## config.mk

```make
export PLATFORM = sky130hd
export DESIGN_NAME = fpu_norm_round_flat
export DESIGN_NICKNAME = d
export VERILOG_FILES = /design/src/rtl/fpu_norm_round_if.sv /design/src/rtl/fpu_norm_round.sv /design/src/flat_wrapper.sv
export SDC_FILE = /design/constraint.sdc
export NUM_CORES = 1
export LEC_CHECK = 0
export ABC_AREA = 1
export ABC_CLOCK_PERIOD_IN_PS = 4800
export BUFFER_PORTS_ARGS = -buffer_cell sky130_fd_sc_hd__buf_2
export CAP_MARGIN = 20
export CORE_MARGIN = 3
export CORE_UTILIZATION = 62
export CTS_CLUSTER_DIAMETER = 30
export DETAILED_ROUTE_END_ITERATION = 7
export PLACE_DENSITY = 0.95
export SLEW_MARGIN = 5
export SYNTH_ARGS = -nofsm -noshare
export SYNTH_HDL_FRONTEND = slang
export SYNTH_SLANG_ARGS = --single-unit
```

## constraint.sdc

```tcl
create_clock -name clk -period 4.8 [get_ports clk]
set_clock_uncertainty 0.1 [all_clocks]
set_input_delay 0.96 -clock clk [delete_from_list [all_inputs] [get_ports clk]]
set_output_delay 0.96 -clock clk [all_outputs]
set_load 0.03 [all_outputs]
```

## src/rtl/fpu_norm_round_if.sv

```systemverilog
// Handshake bundle between the adder datapath, the normalize/round stage
// and its consumer.
interface fpu_norm_round_if;
    logic        in_valid;
    logic        in_ready;
    logic        in_sign;
    logic [7:0]  in_exp;
    logic [24:0] in_frac;
    logic [2:0]  in_grs;
    logic        in_bypass;
    logic [31:0] in_bypass_val;
    logic        out_valid;
    logic        out_ready;
    logic [31:0] out_result;
    logic [3:0]  out_flags;

    modport master (
        output in_valid, in_sign, in_exp, in_frac, in_grs,
        output in_bypass, in_bypass_val, out_ready,
        input  in_ready, out_valid, out_result, out_flags
    );

    modport slave (
        input  in_valid, in_sign, in_exp, in_frac, in_grs,
        input  in_bypass, in_bypass_val, out_ready,
        output in_ready, out_valid, out_result, out_flags
    );
endinterface

```

## src/rtl/fpu_norm_round.sv

```systemverilog
// Iterative normalize-and-round stage for the single-precision adder:
// one left shift per cycle, round-to-nearest-even, overflow/underflow flags.
module fpu_norm_round #(
    parameter int BIAS_MAX = 255
) (
    input logic               clk,
    input logic               rst,
    fpu_norm_round_if.slave   bus
);

    localparam logic [1:0] S_IDLE  = 2'd0;
    localparam logic [1:0] S_NORM  = 2'd1;
    localparam logic [1:0] S_ROUND = 2'd2;
    localparam logic [1:0] S_OUT   = 2'd3;

    logic [1:0]  state;
    logic        sign;
    logic [8:0]  exp;
    logic [24:0] frac;
    logic        g;
    logic        r;
    logic        s;
    logic [31:0] result;
    logic [3:0]  flags;

    logic        inc;
    logic        inexact;
    logic [24:0] rsum;
    logic [24:0] rfrac;
    logic [8:0]  rexp;
    logic        ovf;

    assign bus.in_ready   = (state == S_IDLE);
    assign bus.out_valid  = (state == S_OUT);
    assign bus.out_result = result;
    assign bus.out_flags  = flags;

    // Rounding increment may carry into bit24; renormalize once if so.
    always_comb begin
        inc     = g & (r | s | frac[0]);
        inexact = g | r | s;
        rsum    = frac + {24'd0, inc};
        rfrac   = rsum;
        rexp    = exp;
        if (rsum[24]) begin
            rfrac = rsum >> 1;
            rexp  = exp + 9'd1;
        end
        ovf = (rexp >= 9'(BIAS_MAX));
    end

    always_ff @(posedge clk or posedge rst) begin
        if (rst) begin
            state  <= S_IDLE;
            sign   <= 1'b0;
            exp    <= 9'd0;
            frac   <= 25'd0;
            g      <= 1'b0;
            r      <= 1'b0;
            s      <= 1'b0;
            result <= 32'd0;
            flags  <= 4'd0;
        end else begin
            case (state)
                S_IDLE: begin
                    if (bus.in_valid) begin
                        sign      <= bus.in_sign;
                        exp       <= {1'b0, bus.in_exp};
                        frac      <= bus.in_frac;
                        {g, r, s} <= bus.in_grs;
                        if (bus.in_bypass) begin
                            result <= bus.in_bypass_val;
                            flags  <= 4'b0000;
                            state  <= S_OUT;
                        end else if (bus.in_frac == 25'd0 &&
                                     bus.in_grs == 3'd0) begin
                            result <= {bus.in_sign, 31'd0};
                            flags  <= 4'b0001;
                            state  <= S_OUT;
                        end else if (bus.in_frac[24]) begin
                            frac  <= {1'b0, bus.in_frac[24:1]};
                            g     <= bus.in_frac[0];
                            r     <= bus.in_grs[2];
                            s     <= bus.in_grs[1] | bus.in_grs[0];
                            exp   <= {1'b0, bus.in_exp} + 9'd1;
                            state <= S_ROUND;
                        end else begin
                            state <= S_NORM;
                        end
                    end
                end
                S_NORM: begin
                    if (frac[23]) begin
                        state <= S_ROUND;
                    end else if (exp <= 9'd1) begin
                        result <= {sign, 31'd0};
                        flags  <= 4'b0111;
                        state  <= S_OUT;
                    end else begin
                        frac <= {frac[23:0], g};
                        g    <= r;
                        r    <= 1'b0;
                        exp  <= exp - 9'd1;
                    end
                end
                S_ROUND: begin
                    if (ovf) begin
                        result <= {sign, 8'hFF, 23'd0};
                        flags  <= 4'b1010;
                    end else begin
                        result <= {sign, rexp[7:0], rfrac[22:0]};
                        flags  <= {2'b00, inexact, 1'b0};
                    end
                    state <= S_OUT;
                end
                S_OUT: begin
                    if (bus.out_ready) begin
                        state <= S_IDLE;
                    end
                end
                default: state <= S_IDLE;
            endcase
        end
    end

endmodule

```

## src/flat_wrapper.sv

```systemverilog
// flat-port wrapper written by rule: the top's interface ports become plain ports
module fpu_norm_round_flat 
#(
    parameter int BIAS_MAX = 255
)
  (clk, rst, bus_in_valid, bus_in_sign, bus_in_exp, bus_in_frac, bus_in_grs, bus_in_bypass, bus_in_bypass_val, bus_out_ready, bus_in_ready, bus_out_valid, bus_out_result, bus_out_flags);
  fpu_norm_round_if bus_i ();
  input logic clk;
  input logic rst;
  input wire logic [$bits(bus_i.in_valid)-1:0] bus_in_valid;
  input wire logic [$bits(bus_i.in_sign)-1:0] bus_in_sign;
  input wire logic [$bits(bus_i.in_exp)-1:0] bus_in_exp;
  input wire logic [$bits(bus_i.in_frac)-1:0] bus_in_frac;
  input wire logic [$bits(bus_i.in_grs)-1:0] bus_in_grs;
  input wire logic [$bits(bus_i.in_bypass)-1:0] bus_in_bypass;
  input wire logic [$bits(bus_i.in_bypass_val)-1:0] bus_in_bypass_val;
  input wire logic [$bits(bus_i.out_ready)-1:0] bus_out_ready;
  output wire logic [$bits(bus_i.in_ready)-1:0] bus_in_ready;
  output wire logic [$bits(bus_i.out_valid)-1:0] bus_out_valid;
  output wire logic [$bits(bus_i.out_result)-1:0] bus_out_result;
  output wire logic [$bits(bus_i.out_flags)-1:0] bus_out_flags;
  assign bus_i.in_valid = bus_in_valid;
  assign bus_i.in_sign = bus_in_sign;
  assign bus_i.in_exp = bus_in_exp;
  assign bus_i.in_frac = bus_in_frac;
  assign bus_i.in_grs = bus_in_grs;
  assign bus_i.in_bypass = bus_in_bypass;
  assign bus_i.in_bypass_val = bus_in_bypass_val;
  assign bus_i.out_ready = bus_out_ready;
  assign bus_in_ready = bus_i.in_ready;
  assign bus_out_valid = bus_i.out_valid;
  assign bus_out_result = bus_i.out_result;
  assign bus_out_flags = bus_i.out_flags;
  fpu_norm_round #(.BIAS_MAX(BIAS_MAX)) u_core (.clk(clk), .rst(rst), .bus(bus_i));
endmodule
```

# After elaboration in Yosys (flattened, before gate mapping)
# Index checks and enable logic that the tools add are counted.
# W data, S select, Z words.
# classes
order_cmp	2
reduce_logical	11
eq_ne	10
add_sub_neg	4
n_mux	55
bitwise	6
# ops
cell	count
$mux W32	5
$mux W25	5
$pmux W32 S3	1
$mux W9	7
$pmux W25 S2	1
$mux W31	1
$add A25 B1 Y25	1
$logic_not A25 Y1	1
$mux W24	1
$mux W4	6
$mux W23	1
$pmux W9 S2	1
$mux W1	15
$mux W2	7
$pmux W4 S3	1
$add A8 B1 Y9 const B	1
$add A9 B1 Y9 const B	1
$ge A9 B8 Y1 const B	1
$le A9 B1 Y1 const B	1
$sub A9 B1 Y9 const B	1
$ne A2 B2 Y1 const B	4
$pmux W2 S4	1
$or A1 B1 Y1	5
$reduce_and A5 Y1	1
other kinds (15)	18
# totals
regBits	76
word_cells	98

# Longest topological paths before layout
# Gate-level depths: netlist of the first run.
# logic_depth
depth_word	8
mapped_depth	19
mapped_depth_nobuf	18

# Least setup slack after synthesis of the first run
# OpenSTA, ideal clock, no wires.
# synth_path
path_type	flip-flop to flip-flop
from	register u_core.g
to	register u_core.result[12] (netlist: u_core.bus.out_result[12])
t_arrival_ns	2.245
setup_ns	0.122
path_stages_with_launch	19
setup_slack_ns	2.333
required_ns	4.578
cell_sequence	dfrtp_1 > nand2_1 > inv_1 > ha_1 > nand2_2 > nor2_4 > inv_2 > nor2_8 > nand3_4 > nand2_4 > buf_6 > nand2_2 > nand2_2 > nand2_1 > nor2_2 > nand2_4 > buf_12 > nand3_2 > a21oi_2
# synth_via
elab_chain_len	6
elab_cells_between_ends	7
# synth_lines
item	line_no	text
from (decl)	fpu_norm_round.sv:20	logic g;
from (signal assigned)	fpu_norm_round.sv:70	{g, r, s} <= bus.in_grs;
from (signal assigned)	fpu_norm_round.sv:82	g <= bus.in_frac[0];
from (signal assigned)	fpu_norm_round.sv:101	g <= r;
$and A1 B1 Y1 (*)	fpu_norm_round.sv:40	inc = g & (r | s | frac[0]);
$add A25 B1 Y25 (*)	fpu_norm_round.sv:42	rsum = frac + {24'd0, inc};
$mux W9	fpu_norm_round.sv:45	if (rsum[24]) begin
$ge A9 B8 Y1	fpu_norm_round.sv:49	ovf = (rexp >= 9'(BIAS_MAX));
$mux W31 (*)	fpu_norm_round.sv:107	if (ovf) begin
$pmux W32 S3 (*)	fpu_norm_round.sv:64	case (state)
to (signal assigned)	fpu_norm_round.sv:72	result <= bus.in_bypass_val;
to (signal assigned)	fpu_norm_round.sv:108	result <= {sign, 8'hFF, 23'd0};
to (signal assigned)	fpu_norm_round.sv:111	result <= {sign, rexp[7:0], rfrac[22:0]};
to (decl)	fpu_norm_round.sv:23	logic [31:0] result;
# Every way passes the cells marked *; elsewhere a longest branch is shown, timed or not.
# A chain may end at the register's enable or synchronous reset.

# Worst setup path in the final report of the first run
# layout_path
from	register u_core.g
to	register u_core.result[26] (netlist: u_core.bus.out_result[26])
# layout_via
elab_chain_len	6
# layout_lines
item	line_no
$and A1 B1 Y1 (*)	fpu_norm_round.sv:40
$add A25 B1 Y25 (*)	fpu_norm_round.sv:42
$mux W9 (*)	fpu_norm_round.sv:45
$ge A9 B8 Y1	fpu_norm_round.sv:49
$mux W31 (*)	fpu_norm_round.sv:107
$pmux W32 S3 (*)	fpu_norm_round.sv:64
# Marks and branches as above.

==> results.sh, run 1 <==
export IMPL_outcome="completed"
export IMPL_finalCritPeriodShare_pct=74.07
export IMPL_combPwrFrac_pct=63.3
export IMPL_ys_seq_area_share_pct=31.22
export IMPL_drt_initial_drc_count=601
export IMPL_first_pass_iters=6
export IMPL_cts_buffer_depth=2
export IMPL_yosysTopAreaCellShare_pct=31.22
export IMPL_vias=6199
export IMPL_vdd_ir_drop_max_mv=0.3228
export IMPL_tightest_slew_ns=0.8201
export IMPL_syn_inst=911
export IMPL_syn_nets=994
export IMPL_cts_sinks=76
export IMPL_grt_setup_unrepaired="no"
export IMPL_critPathMostFrequentCell="nand2_4"
export IMPL_ys_ff_latch=76
export IMPL_syn_area_per_cell_um2=6.687
export IMPL_vias_per_cell=5.496
export IMPL_fillCellCount=760
export IMPL_critPathSlowestCell="inv_1"
export IMPL_cts_tree="done"
export IMPL_intPower_mw=2.176
export IMPL_slew_violations=0
export IMPL_power_density_nw_per_um2=694.7
export IMPL_p_sw_share_pct=54.25
export IMPL_p_clk_share_pct=10.3
export IMPL_max_freq_ghz=0.2813
export IMPL_drt_total_wl_um=15670
export IMPL_fin_nets=1078
export IMPL_syn_area_um2=6092
export IMPL_wire_per_inst_um=13.89
export IMPL_die_w_um=105.1
export IMPL_setup_viol=0
export IMPL_worst_ep_arrival_time_ns=3.68
export IMPL_required_ns=4.93
export IMPL_hold_violations=0
export IMPL_fp_dieH_um=105.1
export IMPL_worst_setup_path_end_kind="flop"
export IMPL_antenna_found_initial=0
export IMPL_relSlewSlack_pct=45.19
export IMPL_synth_top_cell_by_area="dfrtp_1"
export IMPL_final_layout_size_suffix_gt1_share_pct=20.12
export IMPL_final_antenna_net_count=0
export IMPL_power_leakage_nw=3.462
export IMPL_fin_setup_tns_ns=0
export IMPL_yosys_cell_types_count=45
export IMPL_post_cts_buffers=0
export IMPL_synth_edf_count=0
export IMPL_ios=112
export IMPL_io_buffer_count=111
export IMPL_hold_path_class="flop to flop"
export IMPL_place_gp_congestion=0.9671
export IMPL_cp_cell_sequence="nand2_1, inv_1, ha_1, nand2_2, nor2_4, inv_2, nor2_8, nand2_2, nand2_4, nand2_4, inv_1, o21ai_1, inv_2, nand2_4, nand3_4, nand2_1"
export IMPL_seqPwrFrac_pct=26.4
export IMPL_postCtsHoldBufs=0
export IMPL_grt_max_degree=60
export IMPL_grt_total_usage_pct=28.32
export IMPL_path_class="flop to flop"
export IMPL_start_util_pct=64.70
export IMPL_core_area_um2=9415
export IMPL_postPlaceCellArea_um2=6636
export IMPL_fin_crit_ns=3.555
export IMPL_syn_to_final_growth_pct=12.38
export IMPL_synth_most_common_cell="nand2_1"
export IMPL_slowest_delay_ns=0.53
export IMPL_grt_first_pass_wirelength_um=25610
export IMPL_num_rows=35
export IMPL_cap_violations=0
export IMPL_final_area_um2=6847
export IMPL_grt_pass1_vias=5386
export IMPL_cts_root_buf="clkbuf_8"
export IMPL_path_max_fanout=33
export IMPL_diodes=0
export IMPL_dpl_hpwl_um=11740
export IMPL_switchingPower_mw=2.580
export IMPL_grt_overflow_total=0
export IMPL_ctsResizeCount=0
export IMPL_startpoint_type="flop"
export IMPL_cts_buffers=9
export IMPL_drc=0
export IMPL_clock_latency_ns=0.35
export IMPL_seqCellArea_um2=1902
export IMPL_ys_top_cells_by_area="dfrtp_1 31%, nand2_1 14%, inv_1 8.0%"
export IMPL_clkTransAtPathRegs_ns=0.09
export IMPL_ys_flop_type="dfrtp_1"
export IMPL_ctsHtreeMaxLevel=3
export IMPL_async_flop_share_pct=100.0
export IMPL_synth_warnings=0
export IMPL_synthTopCellsByCount="231 x nand2_1, 130 x inv_1, 86 x nor2_1"
export IMPL_multi_input_area_um2=3466
export IMPL_die_area_um2=11050
-- sequential cells by signal, summed over array words and instances (netlist names) --
signal,flops
u_core.bus.out_flags,4
u_core.bus.out_result,32
u_core.exp,9
u_core.frac,25
u_core.g,1
u_core.r,1
u_core.s,1
u_core.sign,1
u_core.state,2
-- per-layer routing --
metal	routed length, um	global-route usage [%]
met1	7305	42.78
met2	6655	41.06
met3	1325	4.509
met4	386	9.560
met5	0	0
-- cell type report --
type                            instances  share of cell area (%)
Clock inverter                          5                  0.7675
Timing Repair Buffer                  118                   9.174
Tap cell                              129                   2.357
Inverter                              133                   7.292
Sequential cell                        76                   27.78
Multi-Input combinational cell        657                   50.62
Clock buffer                           10                   2.010
-- worst max-delay path, delay by kind of cell (launching register included) --
kind	cells	cell delay (ns)
buffers and inverters	4	1.26
AO/OA/AOI/OAI	1	0.14
flip-flops	1	0.38
adder cells (fa/ha/maj)	1	0.29
AND/OR/NAND/NOR	10	1.27
-- cells by family after synthesis --
| family | count (synthesis) | share of synthesized area [%] |
|---|---|---|
| AND/OR/NAND/NOR | 425 | 32.10 |
| multiplexers | 1 | 0.1848 |
| buffers and inverters | 178 | 11.97 |
| XOR/XNOR | 24 | 3.450 |
| adder cells (fa/ha/maj) | 9 | 1.848 |
| AO/OA/AOI/OAI | 198 | 19.22 |
| flip-flops | 76 | 31.22 |
-- power groups by stage --
| stage | logic, mW | clock network [mW] | registers, mW |
|---|---|---|---|
| 4_1_cts | 2.98 | 0.486 | 1.24 |
| 5_1_grt | 3.38 | 0.514 | 1.29 |
| 3_3_place_gp | 2.86 | 0 | 1.24 |
| 2_1_floorplan | 2.11 | 0 | 1.46 |
| 3_5_place_dp | 2.95 | 0 | 1.25 |
| 6_report | 3.01 | 0.488 | 1.26 |
-- worst paths after layout --
path	slack, ns	end	depth (start not counted)	startpoint
worst min register to register	0.39	u_core.bus.out_flags[0]	2	u_core.bus.out_flags[0]
max in group asynchronous	3.26	u_core.bus.out_result[1]	4	rst
worst min-delay path	0.39	u_core.bus.out_flags[0]	2	u_core.bus.out_flags[0]
worst max register to register	1.24	u_core.bus.out_result[26]	16	u_core.g
worst max-delay path	1.24	u_core.bus.out_result[26]	16	u_core.g
min in group asynchronous	0.42	u_core.bus.out_result[25]	2	rst
-- metrics by stage --
stage	hold WS, ns	util (%)	total power [mW]	setup WS (ns)	instances
3_5_place_dp	0.3676	70.49	4.208	1.290	1112
6_report	0.3911	72.72	4.757	1.245	1128
4_1_cts	0.3869	72.51	4.707	1.285	1127
5_1_grt	0.4243	72.72	5.187	0.9177	1128
2_1_floorplan	0.3524	-	3.569	1.802	911
3_3_place_gp	0.3646	70.33	4.100	1.388	1111
-- cells in the final DEF, fill, tap and decap left out, types with 12 or more instances in the layout --
| cell | netlist | routed |
|---|---|---|
| nand2_1 | 231 | 231 |
| dfrtp_1 | 76 | 76 |
| xor2_1 | 23 | 23 |
| nand3_2 | 20 | 20 |
| a21oi_2 | 20 | 20 |
| nor2_1 | 86 | 84 |
| a21oi_1 | 49 | 49 |
| nor3_1 | 12 | 12 |
| nand3_1 | 38 | 38 |
| o21ai_0 | 83 | 83 |
| o22ai_1 | 18 | 18 |
| buf_2 | 11 | 111 |
| inv_1 | 130 | 129 |
Power figures use the tool's default switching activity.
==> run 2: changes to the inputs <==
--- a/config.mk
+++ b/config.mk
@@ -6,14 +6,14 @@
 export NUM_CORES = 1
 export LEC_CHECK = 0
 export ABC_AREA = 1
-export ABC_CLOCK_PERIOD_IN_PS = 4800
+export ABC_CLOCK_PERIOD_IN_PS = 3100
 export BUFFER_PORTS_ARGS = -buffer_cell sky130_fd_sc_hd__buf_2
 export CAP_MARGIN = 20
 export CORE_MARGIN = 3
-export CORE_UTILIZATION = 62
+export CORE_UTILIZATION = 52
 export CTS_CLUSTER_DIAMETER = 30
 export DETAILED_ROUTE_END_ITERATION = 7
-export PLACE_DENSITY = 0.95
+export PLACE_DENSITY = 0.86
 export SLEW_MARGIN = 5
 export SYNTH_ARGS = -nofsm -noshare
 export SYNTH_HDL_FRONTEND = slang
==> constraint.sdc (replaced) <==
create_clock -name clk -period 3.1 [get_ports clk]
set_clock_uncertainty 0.1 [all_clocks]
set_input_delay 0.62 -clock clk [delete_from_list [all_inputs] [get_ports clk]]
set_output_delay 0.62 -clock clk [all_outputs]
set_load 0.03 [all_outputs]
==> results.sh, run 2 (synthesis results as in run 1) <==
export IMPL_clkTransAtPathRegs_ns=0.06
export IMPL_final_cell_mix="231 x nand2_1, 129 x inv_1, 111 x buf_2"
export IMPL_worst_ep_arrival_time_ns=2.97
export IMPL_finalCritPeriodShare_pct=90.51
export IMPL_p_clk_share_pct=13.3
export IMPL_wire_per_inst_um=13.83
export IMPL_largest_reg_flops=32
export IMPL_combPwrFrac_pct=61.7
export IMPL_slowest_delay_ns=0.39
export IMPL_tightest_slew_ns=0.6079
export IMPL_grt_pass1_vias=5377
export IMPL_critPathSlowestCell="dfrtp_1"
export IMPL_core_area_um2=11130
export IMPL_clock_latency_ns=0.33
export IMPL_slew_violations=0
export IMPL_ios=112
export IMPL_gr_usage_met1_pct=38.81
export IMPL_hold_violations=0
export IMPL_critPathMostFrequentCell="nand2_1"
export IMPL_drt_total_wl_um=15860
export IMPL_instances_no_fill=1147
export IMPL_grt_max_degree=58
export IMPL_final_layout_size_suffix_gt1_share_pct=20.85
export IMPL_seqPwrFrac_pct=25.1
export IMPL_cts_sinks=76
export IMPL_cp_cell_sequence="nand2_1, inv_1, ha_2, nand2_2, nor2_4, inv_2, nor2_8, nand3_4, nand2_4, nand2_1, nand2_1, nand2_1, nor2_2, nand2_8, nand2_4, nand3_4, nand2_1"
export IMPL_fin_nets=1086
export IMPL_num_rows=38
export IMPL_busiest_layer="met1"
export IMPL_rrSetupSlack_ns=0.29
export IMPL_worst_setup_path_end_kind="flop"
export IMPL_required_ns=3.27
export IMPL_die_area_um2=13050
export IMPL_place_gp_congestion=0.9388
export IMPL_intPower_mw=3.721
export IMPL_relSlewSlack_pct=59.10
export IMPL_final_common_cell="nand2_1"
export IMPL_io_buffer_count=111
export IMPL_vias=6154
export IMPL_cap_violations=0
export IMPL_fin_setup_tns_ns=0
export IMPL_first_pass_iters=6
export IMPL_syn_to_final_growth_pct=15.53
export IMPL_max_freq_ghz=0.3564
export IMPL_fillCellCount=1029
export IMPL_grt_setup_unrepaired="no"
export IMPL_power_density_nw_per_um2=1103
export IMPL_outcome="completed"
export IMPL_path_max_fanout=25
export IMPL_ctsHtreeMaxLevel=3
export IMPL_cts_buffer_depth=2
export IMPL_postCtsHoldBufs=0
export IMPL_grt_use_met2_pct=36.10
export IMPL_switchingPower_mw=4.044
export IMPL_final_antenna_net_count=0
export IMPL_r2r_cells=17
export IMPL_cts_root_buf="clkbuf_16"
export IMPL_start_util_pct=54.76
export IMPL_power_leakage_nw=3.531
export IMPL_cts_buffers=9
export IMPL_hold_path_class="primary input to async pin"
export IMPL_fin_crit_ns=2.806
export IMPL_drt_initial_drc_count=503
export IMPL_r2r_start="u_core.g"
export IMPL_vdd_ir_drop_max_mv=0.7434
export IMPL_cts_tree="done"
export IMPL_worstReg2RegEnd="u_core.bus.out_result[24]"
export IMPL_grt_first_pass_wirelength_um=26290
export IMPL_diodes=0
export IMPL_drc=0
export IMPL_die_w_um=114.2
export IMPL_setup_viol=0
export IMPL_grt_total_usage_pct=24.74
export IMPL_p_sw_share_pct=52.08
export IMPL_dpl_hpwl_um=11970
export IMPL_use_met3_pct=3.330
export IMPL_antenna_found_initial=0
export IMPL_startpoint_type="flop"
export IMPL_fp_dieH_um=114.2
export IMPL_grt_overflow_total=0
export IMPL_vias_per_cell=5.365
export IMPL_dpl_cell_count=1132
export IMPL_path_class="flop to flop"
## run 2: cell types whose count changed in the layout (fill, tap and decap cells not counted)
cell       change
buf_8          -1
clkbuf_16      +9
clkbuf_8       -9
nand2_8        +1
buf_12         +1
ha_2           +1
ha_1           -1
buf_4          +8
nand2_4        -1
## run 2: power by group through the flow
stage,Combinational (mW),Sequential [mW],Clock (mW)
floorplan,3.27,2.26,0
global placement,4.62,1.93,0
detailed placement,4.69,1.95,0
CTS,4.75,1.93,1.04
global route,5.34,2.02,1.08
finish,4.79,1.95,1.03
## run 2: metrics by stage
step / utilization [%] / total power, mW / hold WS (ns) / setup WS (ns) / instance area, um2
6_report: 63.26 / 7.764 / 0.2053 / 0.2943 / 7038
5_1_grt: 63.26 / 8.438 / 0.2413 / 0.01498 / 7038
4_1_cts: 63.16 / 7.716 / 0.2137 / 0.2496 / 7027
3_5_place_dp: 60.54 / 6.641 / 0.3645 / 0.2748 / 6735
3_3_place_gp: 60.54 / 6.548 / 0.3571 / 0.3963 / 6735
2_1_floorplan: - / 5.526 / 0.3524 / 0.4417 / 6092
## run 2: area by class of cell
class                   count  area (um2)  area share, %
clock buffers              10       239.0          3.396
clock inverters             5       52.55         0.7467
inverters                 133       499.2          7.093
multi-input cells         657        3477          49.40
flip-flops and latches     76        1902          27.02
well taps                 140       175.2          2.489
repair buffers            126       693.2          9.849
## run 2: layer usage
| layer | vias to the layer above | routed length [um] |
|---|---|---|
| li1 | 3120 | - |
| met1 | 2746 | 7673 |
| met2 | 273 | 6637 |
| met3 | 15 | 1368 |
| met4 | 0 | 180 |
| met5 | - | 0 |
## run 2: repair_timing
item / 4_1_cts / 5_1_grt
setup buffers: 0 / 0
gates resized for setup: 0 / 2
endpoints found under the setup margin: 0 / 10
## run 2: worst max path at each step
stage                   from                        end  slack (ns)
finish              u_core.g  u_core.bus.out_result[24]        0.29
global placement    u_core.g  u_core.bus.out_result[28]        0.40
CTS                 u_core.g  u_core.bus.out_result[24]        0.25
detailed placement  u_core.g  u_core.bus.out_result[29]        0.27
global route        u_core.g  u_core.bus.out_result[25]        0.01
floorplan                rst    u_core.bus.out_flags[0]        0.44
## run 2: worst max-delay path: cells and delay by family (launching register included)
kind,cells,cell delay [ns]
buffers and inverters,2,0.23
and+or+nand+nor,14,1.76
DFF,1,0.39
adders and majority gates,1,0.26
==> run 3: changes to the inputs <==
--- a/config.mk
+++ b/config.mk
@@ -7,13 +7,14 @@
 export LEC_CHECK = 0
 export ABC_AREA = 1
 export ABC_CLOCK_PERIOD_IN_PS = 3100
-export BUFFER_PORTS_ARGS = -buffer_cell sky130_fd_sc_hd__buf_2
+export BUFFER_PORTS_ARGS = -buffer_cell sky130_fd_sc_hd__buf_4
 export CAP_MARGIN = 20
 export CORE_MARGIN = 3
-export CORE_UTILIZATION = 52
+export CORE_UTILIZATION = 53
+export CTS_BUF_LIST = sky130_fd_sc_hd__clkbuf_4
 export CTS_CLUSTER_DIAMETER = 30
 export DETAILED_ROUTE_END_ITERATION = 7
-export PLACE_DENSITY = 0.86
+export PLACE_DENSITY = 0.88
 export SLEW_MARGIN = 5
 export SYNTH_ARGS = -nofsm -noshare
 export SYNTH_HDL_FRONTEND = slang
==> results.sh, run 3 (synthesis results as in run 1) <==
export IMPL_grt_max_degree=77
export IMPL_max_freq_ghz=0.3612
export IMPL_power_leakage_nw=3.541
export IMPL_cts_sinks=76
export IMPL_wire_per_inst_um=13.83
export IMPL_largest_reg_flops=32
export IMPL_cts_tree="done"
export IMPL_first_pass_iters=5
export IMPL_slowest_delay_ns=0.40
export IMPL_final_cell_mix="231 x nand2_1, 129 x inv_1, 122 x buf_4"
export IMPL_die_w_um=113.2
export IMPL_setup_viol=0
export IMPL_worst_ep_arrival_time_ns=3.03
export IMPL_power_density_nw_per_um2=1042
export IMPL_final_layout_size_suffix_gt1_share_pct=20.50
export IMPL_cts_buffers=9
export IMPL_path_class="flop to flop"
export IMPL_vias_per_cell=5.379
export IMPL_diodes=0
export IMPL_ios=112
export IMPL_startpoint_type="flop"
export IMPL_hold_violations=0
export IMPL_fillCellCount=1017
export IMPL_final_antenna_net_count=0
export IMPL_syn_to_final_growth_pct=17.31
export IMPL_io_buffer_count=111
export IMPL_fin_ws_ns=0.3317
export IMPL_critPathSlowestCell="dfrtp_1"
export IMPL_start_util_pct=55.23
export IMPL_hold_worst_slack_ns=0.1792
export IMPL_fp_dieH_um=113.2
export IMPL_preCtsSetupSlack_ns=0.2940
export IMPL_drc=0
export IMPL_vdd_ir_drop_max_mv=0.6893
export IMPL_drt_initial_drc_count=591
export IMPL_grt_pass1_vias=5471
export IMPL_worst_setup_path_end_kind="flop"
export IMPL_cap_violations=0
export IMPL_place_gp_congestion=0.9474
export IMPL_num_rows=38
export IMPL_cts_root_buf="clkbuf_4"
export IMPL_ctsHtreeMaxLevel=3
export IMPL_relSlewSlack_pct=63.95
export IMPL_required_ns=3.36
export IMPL_finalCritPeriodShare_pct=89.30
export IMPL_critPathMostFrequentCell="nand2_1"
export IMPL_fin_crit_ns=2.768
export IMPL_fin_nets=1085
export IMPL_grt_setup_unrepaired="no"
export IMPL_final_common_cell="nand2_1"
export IMPL_drt_total_wl_um=15840
export IMPL_clkTransAtPathRegs_ns=0.12
export IMPL_fin_setup_tns_ns=0
export IMPL_path_max_fanout=25
export IMPL_grt_overflow_total=0
export IMPL_clock_latency_ns=0.41
export IMPL_cts_buffer_depth=2
export IMPL_core_area_um2=11030
export IMPL_antenna_found_initial=0
export IMPL_die_area_um2=12820
export IMPL_dpl_hpwl_um=12140
export IMPL_grt_first_pass_wirelength_um=26310
export IMPL_cp_cell_sequence="nand2_1, inv_1, ha_2, nand2_2, nor2_4, inv_2, nor2_8, nand3_4, nand2_4, nand2_1, nand2_1, nand2_1, nor2_2, nand2_8, nand2_4, nand3_4, nand2_1"
export IMPL_grt_total_usage_pct=24.77
export IMPL_hold_path_class="primary input to async pin"
export IMPL_vias=6159
export IMPL_tightest_slew_ns=0.5407
export IMPL_slew_violations=0
export IMPL_outcome="completed"
run 3: cell types whose count changed in the layout (fill, tap and decap cells not counted), moves of 2 or more:
cell | before | now
clkinv_2 | 3 | 1
clkbuf_16 | 9 | 0
clkinv_1 | 0 | 2
buf_4 | 13 | 122
clkbuf_4 | 0 | 10
buf_2 | 111 | 0
run 3: final cells by class:
class / instances / area, um2 / share of cell area, %
tap: 140 / 175.2 / 2.451
clock buffer: 10 / 75.07 / 1.050
timing repair buffer: 125 / 975.9 / 13.66
clock inverter: 4 / 42.54 / 0.5952
sequential: 76 / 1902 / 26.61
inverter: 133 / 499.2 / 6.985
multi-input combinational: 657 / 3477 / 48.65
run 3: final timing paths:
check                                   startpoint                   endpoint  slack (ns)  cells past startpoint
max in group asynchronous                      rst            u_core.frac[18]        2.38                      3
setup reg to reg                          u_core.g  u_core.bus.out_result[29]        0.33                     17
setup / recovery                          u_core.g  u_core.bus.out_result[29]        0.33                     17
hold reg to reg            u_core.bus.out_flags[0]    u_core.bus.out_flags[0]        0.40                      2
hold / removal                                 rst  u_core.bus.out_result[27]        0.18                      3
min in group clk                     bus_in_exp[7]              u_core.exp[8]        0.38                      3
run 3: power by group:
part / total, mW / internal (mW) / switching (mW)
clock network: 0.566 / 0.241 / 0.325
logic: 4.93 / 1.73 / 3.20
registers: 1.95 / 1.51 / 0.444
run 3: worst max-delay path: cells and delay by family (launching register included):
kind	cells	cell delay [ns]
simple gates	14	1.74
flops	1	0.40
fa+ha+maj	1	0.25
buf+inv	2	0.22
run 3: routing by layer:
metal,global-route usage (%),wire (um)
met1,37.34,7712
met2,37.52,6859
met3,4.064,1113
met4,5.369,153
met5,0,0
run 3: what timing repair did:
item	4_1_cts	5_1_grt
buffers inserted	0	0
gates resized for setup	0	2
setup endpoints to repair	0	9
hold buffers	0	0
run 3: metrics by stage:
step / total power, mW / instances / area, um2 / utilization [%]
after detailed placement: 6.832 / 1131 / 7018 / 63.62
after global routing: 8.139 / 1145 / 7147 / 64.79
after global placement: 6.712 / 1131 / 7018 / 63.62
after floorplan: 5.526 / 911 / 6092 / -
after CTS: 7.416 / 1145 / 7136 / 64.69
final: 7.444 / 1145 / 7147 / 64.79
